==> src/rtl/fifo_uart_tx_if.sv <==
// FIFO read-side handshake between the upstream FIFO wrapper and the serial drain stage.
// The drain stage owns the pop strobe (master); the FIFO supplies empty flag and data (slave).
interface fifo_uart_tx_if #(
    parameter int unsigned BIT_DEPTH = 8
);
    logic                 fifo_empty;
    logic [BIT_DEPTH-1:0] value_to_read;
    logic                 enable_read;

    modport master (
        input  fifo_empty,
        input  value_to_read,
        output enable_read
    );

    modport slave (
        output fifo_empty,
        output value_to_read,
        input  enable_read
    );
endinterface

==> src/rtl/fifo_uart_tx.sv <==
// Drains the upstream FIFO one word at a time and shifts each word out as a
// start / BIT_DEPTH data (LSB first) / stop frame on a UART-style line.
module fifo_uart_tx #(
    parameter int unsigned BIT_DEPTH    = 8,
    parameter int unsigned CLKS_PER_BIT = 868
) (
    input  logic           clk,
    input  logic           rst,
    fifo_uart_tx_if.master fifo,
    output logic           tx,
    output logic           busy,
    output logic           frame_done
);
    localparam int unsigned   CW       = $clog2(CLKS_PER_BIT);
    localparam int unsigned   IW       = (BIT_DEPTH > 1) ? $clog2(BIT_DEPTH) : 1;
    localparam logic [CW-1:0] CNT_LAST = CW'(CLKS_PER_BIT - 1);
    localparam logic [IW-1:0] IDX_LAST = IW'(BIT_DEPTH - 1);

    typedef enum logic [2:0] {
        S_IDLE,
        S_POP,
        S_LOAD,
        S_START,
        S_DATA,
        S_STOP
    } state_t;

    state_t               r_state;
    logic [CW-1:0]        r_cnt;
    logic [IW-1:0]        r_idx;
    logic [BIT_DEPTH-1:0] r_shift;
    logic                 r_tx;
    logic                 r_busy;
    logic                 r_frame_done;
    logic                 r_enable_read;
    logic                 w_bit_end;

    assign w_bit_end        = (r_cnt == CNT_LAST);
    assign tx               = r_tx;
    assign busy             = r_busy;
    assign frame_done       = r_frame_done;
    assign fifo.enable_read = r_enable_read;

    always_ff @(posedge clk or negedge rst) begin
        if (!rst) begin
            r_state       <= S_IDLE;
            r_cnt         <= '0;
            r_idx         <= '0;
            r_shift       <= '0;
            r_tx          <= 1'b1;
            r_busy        <= 1'b0;
            r_frame_done  <= 1'b0;
            r_enable_read <= 1'b0;
        end else begin
            r_enable_read <= 1'b0;
            r_frame_done  <= 1'b0;
            case (r_state)
                S_IDLE: begin
                    r_tx <= 1'b1;
                    if (!fifo.fifo_empty) begin
                        r_enable_read <= 1'b1;
                        r_busy        <= 1'b1;
                        r_state       <= S_POP;
                    end
                end
                // FIFO read latency: data appears one clock after the pop edge
                S_POP: r_state <= S_LOAD;
                S_LOAD: begin
                    r_shift <= fifo.value_to_read;
                    r_cnt   <= '0;
                    r_idx   <= '0;
                    r_tx    <= 1'b0;
                    r_state <= S_START;
                end
                S_START: begin
                    if (w_bit_end) begin
                        r_cnt   <= '0;
                        r_tx    <= r_shift[0];
                        r_shift <= r_shift >> 1;
                        r_state <= S_DATA;
                    end else begin
                        r_cnt <= r_cnt + 1'b1;
                    end
                end
                S_DATA: begin
                    if (w_bit_end) begin
                        r_cnt <= '0;
                        if (r_idx == IDX_LAST) begin
                            r_tx    <= 1'b1;
                            r_state <= S_STOP;
                        end else begin
                            r_idx   <= r_idx + 1'b1;
                            r_tx    <= r_shift[0];
                            r_shift <= r_shift >> 1;
                        end
                    end else begin
                        r_cnt <= r_cnt + 1'b1;
                    end
                end
                // Chain straight into the next pop so busy never drops between frames
                S_STOP: begin
                    if (w_bit_end) begin
                        r_cnt        <= '0;
                        r_frame_done <= 1'b1;
                        if (!fifo.fifo_empty) begin
                            r_enable_read <= 1'b1;
                            r_state       <= S_POP;
                        end else begin
                            r_busy  <= 1'b0;
                            r_state <= S_IDLE;
                        end
                    end else begin
                        r_cnt <= r_cnt + 1'b1;
                    end
                end
                default: r_state <= S_IDLE;
            endcase
        end
    end
endmodule

==> src/flat_wrapper.sv <==
// flat-port wrapper written by rule: the top's interface ports become plain ports
module fifo_uart_tx_flat 
#(
    parameter int unsigned BIT_DEPTH    = 8,
    parameter int unsigned CLKS_PER_BIT = 868
)
  (clk, rst, tx, busy, frame_done, fifo_fifo_empty, fifo_value_to_read, fifo_enable_read);
  fifo_uart_tx_if #(.BIT_DEPTH(BIT_DEPTH)) fifo_i ();
  input  logic clk;
  input  logic rst;
  output logic tx;
  output logic busy;
  output logic frame_done;
  input wire logic [$bits(fifo_i.fifo_empty)-1:0] fifo_fifo_empty;
  input wire logic [$bits(fifo_i.value_to_read)-1:0] fifo_value_to_read;
  output wire logic [$bits(fifo_i.enable_read)-1:0] fifo_enable_read;
  assign fifo_i.fifo_empty = fifo_fifo_empty;
  assign fifo_i.value_to_read = fifo_value_to_read;
  assign fifo_enable_read = fifo_i.enable_read;
  fifo_uart_tx #(.BIT_DEPTH(BIT_DEPTH), .CLKS_PER_BIT(CLKS_PER_BIT)) u_core (.clk(clk), .rst(rst), .fifo(fifo_i), .tx(tx), .busy(busy), .frame_done(frame_done));
endmodule
==> config.mk <==
export PLATFORM = sky130hd
export DESIGN_NAME = fifo_uart_tx_flat
export DESIGN_NICKNAME = d
export VERILOG_FILES = /design/src/rtl/fifo_uart_tx_if.sv /design/src/rtl/fifo_uart_tx.sv /design/src/flat_wrapper.sv
export SDC_FILE = /design/constraint.sdc
export NUM_CORES = 1
export LEC_CHECK = 0
export BUFFER_PORTS_ARGS = -buffer_cell sky130_fd_sc_hd__buf_2
export CAP_MARGIN = 20
export CORE_ASPECT_RATIO = 1.75
export CORE_MARGIN = 2
export CORE_UTILIZATION = 62
export DETAILED_ROUTE_END_ITERATION = 10
export GPL_ROUTABILITY_DRIVEN = 1
export HOLD_SLACK_MARGIN = 0.03
export MAX_ROUTING_LAYER = met4
export PLACE_DENSITY = 0.83
export SYNTH_ARGS = -nofsm -noshare
export SYNTH_HDL_FRONTEND = slang
export SYNTH_SLANG_ARGS = --single-unit
==> constraint.sdc <==
create_clock -name clk -period 4.2 [get_ports clk]
set_input_delay 0.84 -clock clk [delete_from_list [all_inputs] [get_ports clk]]
set_output_delay 0.84 -clock clk [all_outputs]
set_load 0.02 [all_outputs]
==> impl_metrics.env, run 1 <==
export IMPL_arrival_ns=2.36
export IMPL_first_pass_iters=4
export IMPL_async_flop_share_pct=100
export IMPL_syn_nets=159
export IMPL_synth_cells=145
export IMPL_ys_types=42
export IMPL_die_h_um=70.1
export IMPL_synth_ff_latch_count=28
export IMPL_start_util_pct=63.6
export IMPL_hold_viol=0
export IMPL_setup_violations=0
export IMPL_finClkSkew_ns=0.00754
export IMPL_seqPwrFrac_pct=53.9
export IMPL_clkPwrFrac_pct=42.0
export IMPL_irDropWorstVdd_mv=0.285
export IMPL_track_usage_pct=25.2
export IMPL_cts_resized=0
export IMPL_gr_total_overflow=0
export IMPL_p_sw_uw=100
export IMPL_r2r_setup_slack_ns=2.02
export IMPL_clock_sinks=28
export IMPL_avgSynthCellArea_um2=10.7
export IMPL_clk_latency_ns=0.29
export IMPL_power_leakage_nw=0.778
export IMPL_cts_setup_buffers=0
export IMPL_cts_max_level=1
export IMPL_dieArea_mm2=0.00293
export IMPL_swShare_pct=19.5
export IMPL_critPathCaptureType="flip-flop"
export IMPL_yosysWarnings=0
export IMPL_worst_slew_pin_slew_ns=0.606
export IMPL_post_place_cells=176
export IMPL_num_antenna_cells=0
export IMPL_rows=24
export IMPL_crit_type="reg2reg"
export IMPL_routed_wl_mm=3.15
export IMPL_fill_cells=172
export IMPL_nets=169
export IMPL_grt_setup_unrepaired="false"
export IMPL_synth_area_leaders="dfrtp_1 (44%), mux2_4 (5.8%), mux2_2 (4.4%), a31oi_1 (3.6%), o21ai_0 (2.9%)"
export IMPL_seq_area_um2=702
export IMPL_cp_start_kind="flip-flop"
export IMPL_wl_per_cell_um=17.5
export IMPL_finalSetupTns_ns=0
export IMPL_power_density_mw_per_mm2=307
export IMPL_yosysSeqAreaShare_pct=45.4
export IMPL_yosysTopAreaCellShare_pct=43.7
export IMPL_synth_top_area_cell="dfrtp_1"
export IMPL_min_period_ns=2.18
export IMPL_drv_slew=0
export IMPL_worst_path_max_fanout=9
export IMPL_reg2reg_to="u_core.r_shift[1]"
export IMPL_postCtsHoldBufs=0
export IMPL_power_uw=513
export IMPL_hold_path_class="reg2reg"
export IMPL_dp_hpwl_mm=2.29
export IMPL_final_cells=180
export IMPL_yosys_most_used_dff="dfrtp_1"
export IMPL_grt_pass1_vias=1218
export IMPL_startpoint="u_core.r_idx[0]"
export IMPL_fin_util_pct=68.6
export IMPL_r2r_start="u_core.r_idx[0]"
export IMPL_netlist_area_mm2=0.00155
export IMPL_synth_edf_count=0
export IMPL_viasPerCell=6.57
export IMPL_gp_congestion=0.833
export IMPL_numCtsBuffers=3
export IMPL_syn_to_final_growth_pct=7.85
export IMPL_cap_viol_max_count=0
export IMPL_p_int_uw=412
export IMPL_outcome="finished, final reports clean"
export IMPL_fmax_mhz=459
export IMPL_grt_pass1_wl_mm=5.49
export IMPL_grt_max_degree=29
export IMPL_use_met2_pct=43.4
export IMPL_io_buffer_count=14
export IMPL_period_share_pct=51.9
export IMPL_required_ns=4.38
export IMPL_ff2ff_path_depth=6
export IMPL_ant_nets=0
export IMPL_cts_tree="yes"
export IMPL_num_vias=1183
export IMPL_ioPinCount=15
export IMPL_grtUsageMet1_pct=27.9
export IMPL_setup_ws_ns=2.02
export IMPL_drc=0
export IMPL_use_met3_pct=1.55
export IMPL_path_clk_slew_ns=0.10
export IMPL_cts_max_path_buffers=2
export IMPL_die_w_um=41.8
export IMPL_relSlewSlack_pct=59.6
export IMPL_grt_busiest_layer="met2"
export IMPL_antenna_found_initial=0
export IMPL_combPwrFrac_pct=4.1
export IMPL_dp_slack_ns=1.98
export IMPL_fp_coreArea_mm2=0.00243
export IMPL_drt_initial_drc_count=53
export IMPL_worstSetupEndpoint="u_core.r_shift[1]"
export IMPL_drive_above_1_share_pct=22.7
export IMPL_cts_root_buffer="clkbuf_8"
export IMPL_multi_input_area_um2=773
## cell usage in the layout (no fill, tap or decap), types with 2 or more instances in the layout
cell type / synthesis / final
nor2_1: 6 / 6
ha_1: 3 / 3
nand3_1: 7 / 7
dfrtp_1: 27 / 27
xor2_1: 2 / 2
nand3b_1: 5 / 5
nand4_1: 3 / 3
buf_2: 3 / 14
nor3_1: 3 / 3
mux2_2: 6 / 6
and3_1: 3 / 3
a41oi_1: 3 / 3
inv_1: 5 / 5
o22ai_1: 2 / 2
clkbuf_8: 0 / 3
nand2_1: 9 / 9
a21oi_1: 4 / 4
mux2_4: 6 / 6
a31oi_1: 9 / 9
and4_1: 3 / 3
mux2i_1: 3 / 3
o21ai_0: 9 / 9
## state kept, by name, indices dropped and copies added (netlist names)
register / cells
u_core.r_idx: 3
u_core.frame_done: 1
u_core.tx: 1
u_core.r_shift: 8
u_core.busy: 1
u_core.r_state: 3
u_core.fifo.enable_read: 1
u_core.r_cnt: 10
## how the worst min path moves through the flow
stage	from	slack [ns]	endpoint	cells past startpoint
final	u_core.r_shift[7]	0.51	u_core.r_shift[7]	1
after global routing	u_core.r_cnt[9]	0.54	u_core.r_cnt[9]	1
after CTS	u_core.r_shift[7]	0.51	u_core.r_shift[7]	1
after detailed placement	u_core.r_shift[7]	0.48	u_core.r_shift[7]	1
after global placement	u_core.r_cnt[9]	0.47	u_core.r_cnt[9]	1
after floorplan	u_core.r_cnt[9]	0.45	u_core.r_cnt[9]	1
## synthesized netlist by cell type (4+ instances only)
| master | instances |
|---|---|
| o21ai_0 | 9 |
| mux2_2 | 6 |
| inv_1 | 5 |
| a21oi_1 | 4 |
| nor2_1 | 6 |
| mux2_4 | 6 |
| nand3_1 | 7 |
| a31oi_1 | 9 |
| nand2_1 | 9 |
| nand3b_1 | 5 |
| dfrtp_1 | 27 |
## logic make-up (layout without fill, tap and decap cells)
group | count (synthesis) | after routing | share of synthesized area [%]
AOI/OAI and AO/OA | 36 | 36 | 15.5
xor gates and xnor gates | 3 | 3 | 1.70
adders and majority gates | 3 | 3 | 2.43
buffers and inverters | 14 | 23 | 4.61
DFF | 28 | 28 | 45.4
muxes | 15 | 15 | 12.1
and+or+nand+nor | 46 | 46 | 18.3
## metal layers
metal	wire length, um	part of all wire, %
met5	0	0
met4	95	3.0
met3	95	3.0
met2	1750	55
met1	1210	38
## per-stage QoR
step | hold WS (ns) | instance area, um2
2_1_floorplan | 0.454 | 1550
3_3_place_gp | 0.469 | 1600
3_5_place_dp | 0.482 | 1600
4_1_cts | 0.513 | 1670
5_1_grt | 0.537 | 1670
6_report | 0.512 | 1670
## cell type report
class	count	share of cell area [%]
clock inverter	1	1.80
sequential	28	42.1
multi-input combinational	103	46.4
tap	26	1.95
clock buffer	3	2.48
timing repair buffer	14	4.20
inverter	5	1.13
## power groups by stage
| stage | Sequential, mW | Combinational [mW] | Clock (mW) |
|---|---|---|---|
| global route | 0.277 | 0.0242 | 0.224 |
| CTS | 0.276 | 0.0218 | 0.216 |
| global placement | 0.281 | 0.0204 | 0 |
| floorplan | 0.281 | 0.00891 | 0 |
| detailed placement | 0.281 | 0.0219 | 0 |
| finish | 0.276 | 0.0211 | 0.215 |
## critical path, cell delays in order (launching register included)
cell and delay (ns):
dfrtp_1 0.41, ha_1 0.20, ha_1 0.19, nor4b_1 0.34, nand4_2 0.24, o31a_1 0.34
mux2_4 0.36
No activity file was read; power rests on OpenSTA's default activity.
==> run 2, diff against run 1 <==
--- a/config.mk
+++ b/config.mk
@@ -5,16 +5,17 @@
 export SDC_FILE = /design/constraint.sdc
 export NUM_CORES = 1
 export LEC_CHECK = 0
+export ABC_AREA = 1
 export BUFFER_PORTS_ARGS = -buffer_cell sky130_fd_sc_hd__buf_2
 export CAP_MARGIN = 20
 export CORE_ASPECT_RATIO = 1.75
 export CORE_MARGIN = 2
-export CORE_UTILIZATION = 62
+export CORE_UTILIZATION = 53
 export DETAILED_ROUTE_END_ITERATION = 10
 export GPL_ROUTABILITY_DRIVEN = 1
 export HOLD_SLACK_MARGIN = 0.03
 export MAX_ROUTING_LAYER = met4
-export PLACE_DENSITY = 0.83
+export PLACE_DENSITY = 0.75
 export SYNTH_ARGS = -nofsm -noshare
 export SYNTH_HDL_FRONTEND = slang
 export SYNTH_SLANG_ARGS = --single-unit
==> constraint.sdc (replaced) <==
create_clock -name clk -period 1.96 [get_ports clk]
set_input_delay 0.392 -clock clk [delete_from_list [all_inputs] [get_ports clk]]
set_output_delay 0.392 -clock clk [all_outputs]
set_load 0.02 [all_outputs]
==> run 2 against run 1 <==
- cell area rose by 8.5%
- combinational power rose by 73%
- worst hold slack got worse by 0.38 ns
- highest routed layer unchanged
==> impl_metrics.env, run 2 <==
export IMPL_final_area_mm2=0.00181
export IMPL_top_register="u_core.r_cnt"
export IMPL_hold_path_class="in2async"
export IMPL_gr_total_overflow=0
export IMPL_dp_hpwl_mm=2.68
export IMPL_cts_root_buffer="clkbuf_8"
export IMPL_yosysTopAreaCellShare_pct=40.7
export IMPL_arrival_ns=1.83
export IMPL_hold_ws_ns=0.128
export IMPL_grt_max_degree=29
export IMPL_die_w_um=46.3
export IMPL_netlist_area_mm2=0.00166
export IMPL_drc=0
export IMPL_die_h_um=78.0
export IMPL_power_density_mw_per_mm2=546
export IMPL_grt_pass1_vias=1466
export IMPL_yosys_most_used_dff="dfrtp_1"
export IMPL_cts_resized=0
export IMPL_cp_start_kind="flip-flop"
export IMPL_crit_type="reg2reg"
export IMPL_numCtsBuffers=3
export IMPL_power_leakage_nw=1.03
export IMPL_slowest_delay_ns=0.43
export IMPL_period_share_pct=84.5
export IMPL_synth_cells=232
export IMPL_clk_latency_ns=0.27
export IMPL_critical_path_top_delay_family="simple AND/OR/NAND/NOR gates"
export IMPL_num_vias=1489
export IMPL_avgSynthCellArea_um2=7.15
export IMPL_crit_slowest_cell="dfrtp_1"
export IMPL_rows=26
export IMPL_outcome="finished, final reports clean"
export IMPL_ys_types=21
export IMPL_synth_top_area_cell="dfrtp_1"
export IMPL_yosysSeqAreaShare_pct=42.3
export IMPL_gp_congestion=0.962
export IMPL_cap_viol_max_count=0
export IMPL_fill_cells=299
export IMPL_clock_sinks=28
export IMPL_largest_register_ffs=10
export IMPL_relSlewSlack_pct=57.0
export IMPL_required_ns=2.14
export IMPL_synth_common_cells="nand2_1 (83), nand3_1 (35), dfrtp_1 (27), inv_1 (27), nor2_1 (15)"
export IMPL_finalSetupTns_ns=0
export IMPL_hold_viol=0
export IMPL_num_antenna_cells=0
export IMPL_io_buffer_count=14
export IMPL_yosysMostFrequentCell="nand2_1"
export IMPL_finClkSkew_ns=0.00202
export IMPL_drv_slew=0
export IMPL_fmax_mhz=604
export IMPL_ant_nets=0
export IMPL_viasPerCell=5.15
export IMPL_critPathCaptureType="flip-flop"
export IMPL_path_cells="nor2_1 > nand2_2 > inv_1 > nand2_2 > nand2_2 > nand2_4 > nand2_1 > nand2_1"
export IMPL_min_period_ns=1.66
export IMPL_setup_violations=0
export IMPL_cts_tree="yes"
export IMPL_ioPinCount=15
export IMPL_yosysWarnings=0
export IMPL_mostFrequentLayoutCell="nand2_1"
export IMPL_most_common_layout_cells="nand2_1 (83), nand3_1 (35), inv_1 (27), dfrtp_1 (27), nor2_1 (15)"
export IMPL_cp_num_cells=8
export IMPL_async_flop_share_pct=100
export IMPL_postCtsHoldBufs=0
export IMPL_drive_above_1_share_pct=13.4
export IMPL_synth_ff_latch_count=28
export IMPL_path_clk_slew_ns=0.10
export IMPL_track_usage_pct=23.8
export IMPL_dieArea_mm2=0.00361
export IMPL_cts_max_level=1
export IMPL_syn_to_final_growth_pct=9.05
export IMPL_cts_max_path_buffers=2
export IMPL_antenna_found_initial=0
export IMPL_drt_initial_drc_count=29
export IMPL_start_util_pct=56.0
export IMPL_synth_area_leaders="dfrtp_1 (41%), nand2_1 (19%), nand3_1 (11%), inv_1 (6.1%), nor2_1 (3.4%)"
export IMPL_grt_pass1_wl_mm=6.30
export IMPL_cts_setup_buffers=0
export IMPL_dpl_cell_area_mm2=0.00175
export IMPL_worst_path_buf_inv=1
export IMPL_top_regs="u_core.r_cnt x10, u_core.r_shift x8"
export IMPL_worst_path_max_fanout=15
export IMPL_setup_ws_ns=0.304
export IMPL_syn_nets=246
export IMPL_grt_setup_unrepaired="false"
export IMPL_ff2ff_path_depth=8
export IMPL_wl_per_cell_um=12.2
export IMPL_fp_coreArea_mm2=0.00296
export IMPL_worst_slew_pin_slew_ns=0.645
export IMPL_nets=262
export IMPL_routed_wl_mm=3.51
export IMPL_first_pass_iters=4
export IMPL_dp_slack_ns=0.323
export IMPL_cp_common_cell="nand2_2"
export IMPL_irDropWorstVdd_mv=0.608
export IMPL_synth_edf_count=0
## run 2: cell types whose count changed after synthesis, sizes merged, moves of 5 or more
cell	before	now
a31oi	9	0
inv	5	29
mux2	12	0
nand2	9	91
nand3	7	35
nand3b	5	0
nor2	6	19
## run 2: final timing paths
check                      slack, ns               from                       to
max reg2reg                     0.30  u_core.r_state[1]        u_core.r_shift[6]
min in group clk                0.28    fifo_fifo_empty  u_core.fifo.enable_read
max                             0.30  u_core.r_state[1]        u_core.r_shift[6]
min                             0.13                rst              u_core.busy
max in group asynchronous       1.41                rst          u_core.r_idx[0]
min reg2reg                     0.47          u_core.tx                u_core.tx
## run 2: layer usage
metal	wire (um)	vias to the layer above	global-route usage [%]
met3	99	12	2.07
met4	109	0	9.71
met1	1380	673	27.1
met5	0	-	-
met2	1920	39	40.8
li1	-	765	-
## run 2: metrics by stage
stage                     util (%)  total power, mW  instances
final                         61.1            0.988        289
after global routing          61.1             1.02        289
after CTS                     61.1            0.992        289
after detailed placement      59.3            0.639        285
after global placement        59.3            0.638        285
after floorplan                  -            0.614        232
## run 2: cell type report
| type | count | area (um2) | area share, % |
|---|---|---|---|
| tap | 42 | 52.6 | 2.90 |
| multi-input combinational | 172 | 821 | 45.4 |
| sequential | 28 | 702 | 38.8 |
| clock buffer | 4 | 55.1 | 3.04 |
| timing repair buffer | 14 | 70.1 | 3.87 |
| inverter | 29 | 109 | 6.02 |
## run 2: kinds of logic after synthesis
logic type,Yosys count,share of synthesized area (%)
simple gates,154,42.1
buf+inv,32,8.22
flops,28,42.3
compound gates,13,4.07
fa+ha+maj,3,2.26
xor+xnor,2,1.06
## run 2: where the power goes
part | switching, mW | internal, mW
logic | 0.0229 | 0.0135
registers | 0.00462 | 0.586
clock network | 0.182 | 0.180
total | 0.209 | 0.779
==> run 3, diff against run 2 <==
==> constraint.sdc (replaced) <==
create_clock -name clk -period 1.5 [get_ports clk]
set_input_delay 0.3 -clock clk [delete_from_list [all_inputs] [get_ports clk]]
set_output_delay 0.3 -clock clk [all_outputs]
set_load 0.02 [all_outputs]
==> run 3 against run 2 <==
- sequential cell count stayed put
- die area did not move
- setup slack got worse by 0.23 ns
- sequential power grew 31%
- register-to-register slack lost 0.23 ns
- critical path type unchanged
- via count increased by 6.8%
- non-clock buffer count rose by 12
- wire length grew 4.5%
- clock-buffer cell count is the same
- combinational power grew 28%
- clock power is 17% higher
==> impl_metrics.env, run 3 (synthesized netlist as in run 2, its figures left out) <==
export IMPL_cts_max_path_buffers=2
export IMPL_num_vias=1590
export IMPL_ff2ff_path_depth=8
export IMPL_cts_root_buffer="clkbuf_8"
export IMPL_power_leakage_nw=1.09
export IMPL_grt_pass1_vias=1580
export IMPL_seq_area_um2=703
export IMPL_multi_input_area_um2=876
export IMPL_combPwrFrac_pct=3.8
export IMPL_hold_ws_ns=0.0350
export IMPL_top_regs="u_core.r_cnt x10, u_core.r_shift x8"
export IMPL_cts_tree="yes"
export IMPL_clock_sinks=28
export IMPL_clkPwrFrac_pct=34.0
export IMPL_grt_busiest_layer="met2"
export IMPL_grt_max_degree=29
export IMPL_clk_latency_ns=0.27
export IMPL_most_common_layout_cells="nand2_1 (81), nand3_1 (34), inv_1 (26), dfrtp_1 (26), buf_2 (14)"
export IMPL_post_place_cells=296
export IMPL_cts_max_level=1
export IMPL_gp_congestion=0.938
export IMPL_swShare_pct=21.5
export IMPL_drv_slew=0
export IMPL_grt_setup_unrepaired="true"
export IMPL_ioPinCount=15
export IMPL_grtUsageMet1_pct=25.4
export IMPL_numCtsBuffers=3
export IMPL_cap_viol_max_count=0
export IMPL_cp_start_kind="flip-flop"
export IMPL_fmax_mhz=702
export IMPL_final_cells=303
export IMPL_drc=0
export IMPL_p_int_uw=973
export IMPL_r2r_setup_slack_ns=0.08
export IMPL_nets=276
export IMPL_fp_coreArea_mm2=0.00296
export IMPL_die_h_um=78.0
export IMPL_use_met3_pct=2.07
export IMPL_drt_initial_drc_count=51
export IMPL_mostFrequentLayoutCell="nand2_1"
export IMPL_start_util_pct=56.0
export IMPL_drive_above_1_share_pct=21.5
export IMPL_r2r_start="u_core.r_state[1]"
export IMPL_irDropWorstVdd_mv=0.497
export IMPL_path_clk_slew_ns=0.09
export IMPL_power_density_mw_per_mm2=637
export IMPL_grt_pass1_wl_mm=6.26
export IMPL_outcome="finished, final reports clean"
export IMPL_hold_viol=0
export IMPL_antenna_found_initial=0
export IMPL_crit_type="reg2reg"
export IMPL_arrival_ns=1.59
export IMPL_required_ns=1.67
export IMPL_syn_to_final_growth_pct=17.3
export IMPL_hold_path_class="in2async"
export IMPL_die_w_um=46.3
export IMPL_p_sw_uw=266
export IMPL_dieArea_mm2=0.00361
export IMPL_seqPwrFrac_pct=62.2
export IMPL_fill_cells=277
export IMPL_rows=26
export IMPL_min_period_ns=1.42
export IMPL_num_antenna_cells=0
export IMPL_track_usage_pct=23.8
export IMPL_worst_slew_pin_slew_ns=0.636
export IMPL_period_share_pct=94.9
export IMPL_routed_wl_mm=3.67
export IMPL_top_register="u_core.r_cnt"
export IMPL_first_pass_iters=4
export IMPL_io_buffer_count=14
export IMPL_setup_violations=0
export IMPL_viasPerCell=5.25
export IMPL_worst_path_max_fanout=6
export IMPL_dp_hpwl_mm=2.79
export IMPL_relSlewSlack_pct=57.6
export IMPL_wl_per_cell_um=12.1
export IMPL_finClkSkew_ns=0.00310
export IMPL_gr_total_overflow=0
export IMPL_reg2reg_to="u_core.r_cnt[2]"
export IMPL_ant_nets=0
export IMPL_critPathCaptureType="flip-flop"
export IMPL_use_met2_pct=42.2
export IMPL_largest_register_ffs=10
run 3: cell types whose count changed in the layout (fill, tap and decap cells not counted), moves of 2 or more:
cell     previous run  this run
buf_4               0        12
nor2_1             15        13
nand2_2             5         7
nand2_4             3         5
nand2_1            83        81
run 3: area by class of cell:
| type | count | area share, % |
|---|---|---|
| Timing Repair Buffer | 26 | 8.23 |
| Inverter | 29 | 5.59 |
| Clock buffer | 4 | 2.32 |
| Sequential cell | 28 | 36.1 |
| Multi-Input combinational cell | 174 | 45.0 |
| Tap cell | 42 | 2.70 |
run 3: power by group through the flow:
stage / Combinational [mW] / Clock (mW) / Sequential, mW
4_1_cts: 0.0481 / 0.429 / 0.771
3_5_place_dp: 0.0486 / 0 / 0.786
6_report: 0.0466 / 0.422 / 0.771
2_1_floorplan: 0.0173 / 0 / 0.785
3_3_place_gp: 0.0471 / 0 / 0.786
5_1_grt: 0.0573 / 0.457 / 0.772
run 3: timing repair:
action                     CTS  global route
setup endpoints to repair    3            22
resized for setup            1            12
pin swaps                    0             5
hold buffers                 0             0
setup buffers                0             1
gates cloned                 0             2
run 3: metrics by stage:
stage	TNS [ns]	power [mW]	setup WS, ns	utilization [%]	instance area, um2
after floorplan	0	0.802	0.163	-	1660
after global placement	0	0.833	0.0260	62.0	1840
after detailed placement	0	0.834	0.0228	62.0	1840
after CTS	0	1.25	0.0304	63.7	1890
after global routing	-0.0437	1.29	-0.0138	65.7	1950
final	0	1.24	0.0761	65.7	1950
run 3: worst max path at each step:
stage / from / end / slack (ns) / cells after the start
after floorplan: u_core.r_cnt[0] / u_core.r_shift[7] / 0.16 / 8
after global placement: u_core.r_idx[0] / u_core.r_shift[4] / 0.03 / 8
after detailed placement: u_core.r_state[1] / u_core.r_shift[6] / 0.02 / 8
after CTS: u_core.r_cnt[0] / u_core.r_idx[1] / 0.03 / 6
after global routing: u_core.r_state[1] / u_core.r_cnt[2] / -0.01 / 8
final: u_core.r_state[1] / u_core.r_cnt[2] / 0.08 / 8
run 3: critical path, cell delays in order (launching register included):
cell and delay [ns]:
dfrtp_1 0.44, inv_2 0.11, nor2_4 0.04, inv_1 0.17
nand2_1 0.12, buf_4 0.17, nand2_1 0.07, xor2_1 0.15
nor2_1 0.05
run 3: routing by layer:
metal  vias up  part of all wire (%)
met5         -                     0
met4         0                   2.9
met3        11                   2.1
met2        29                    57
met1       753                    38
li1        797                     -
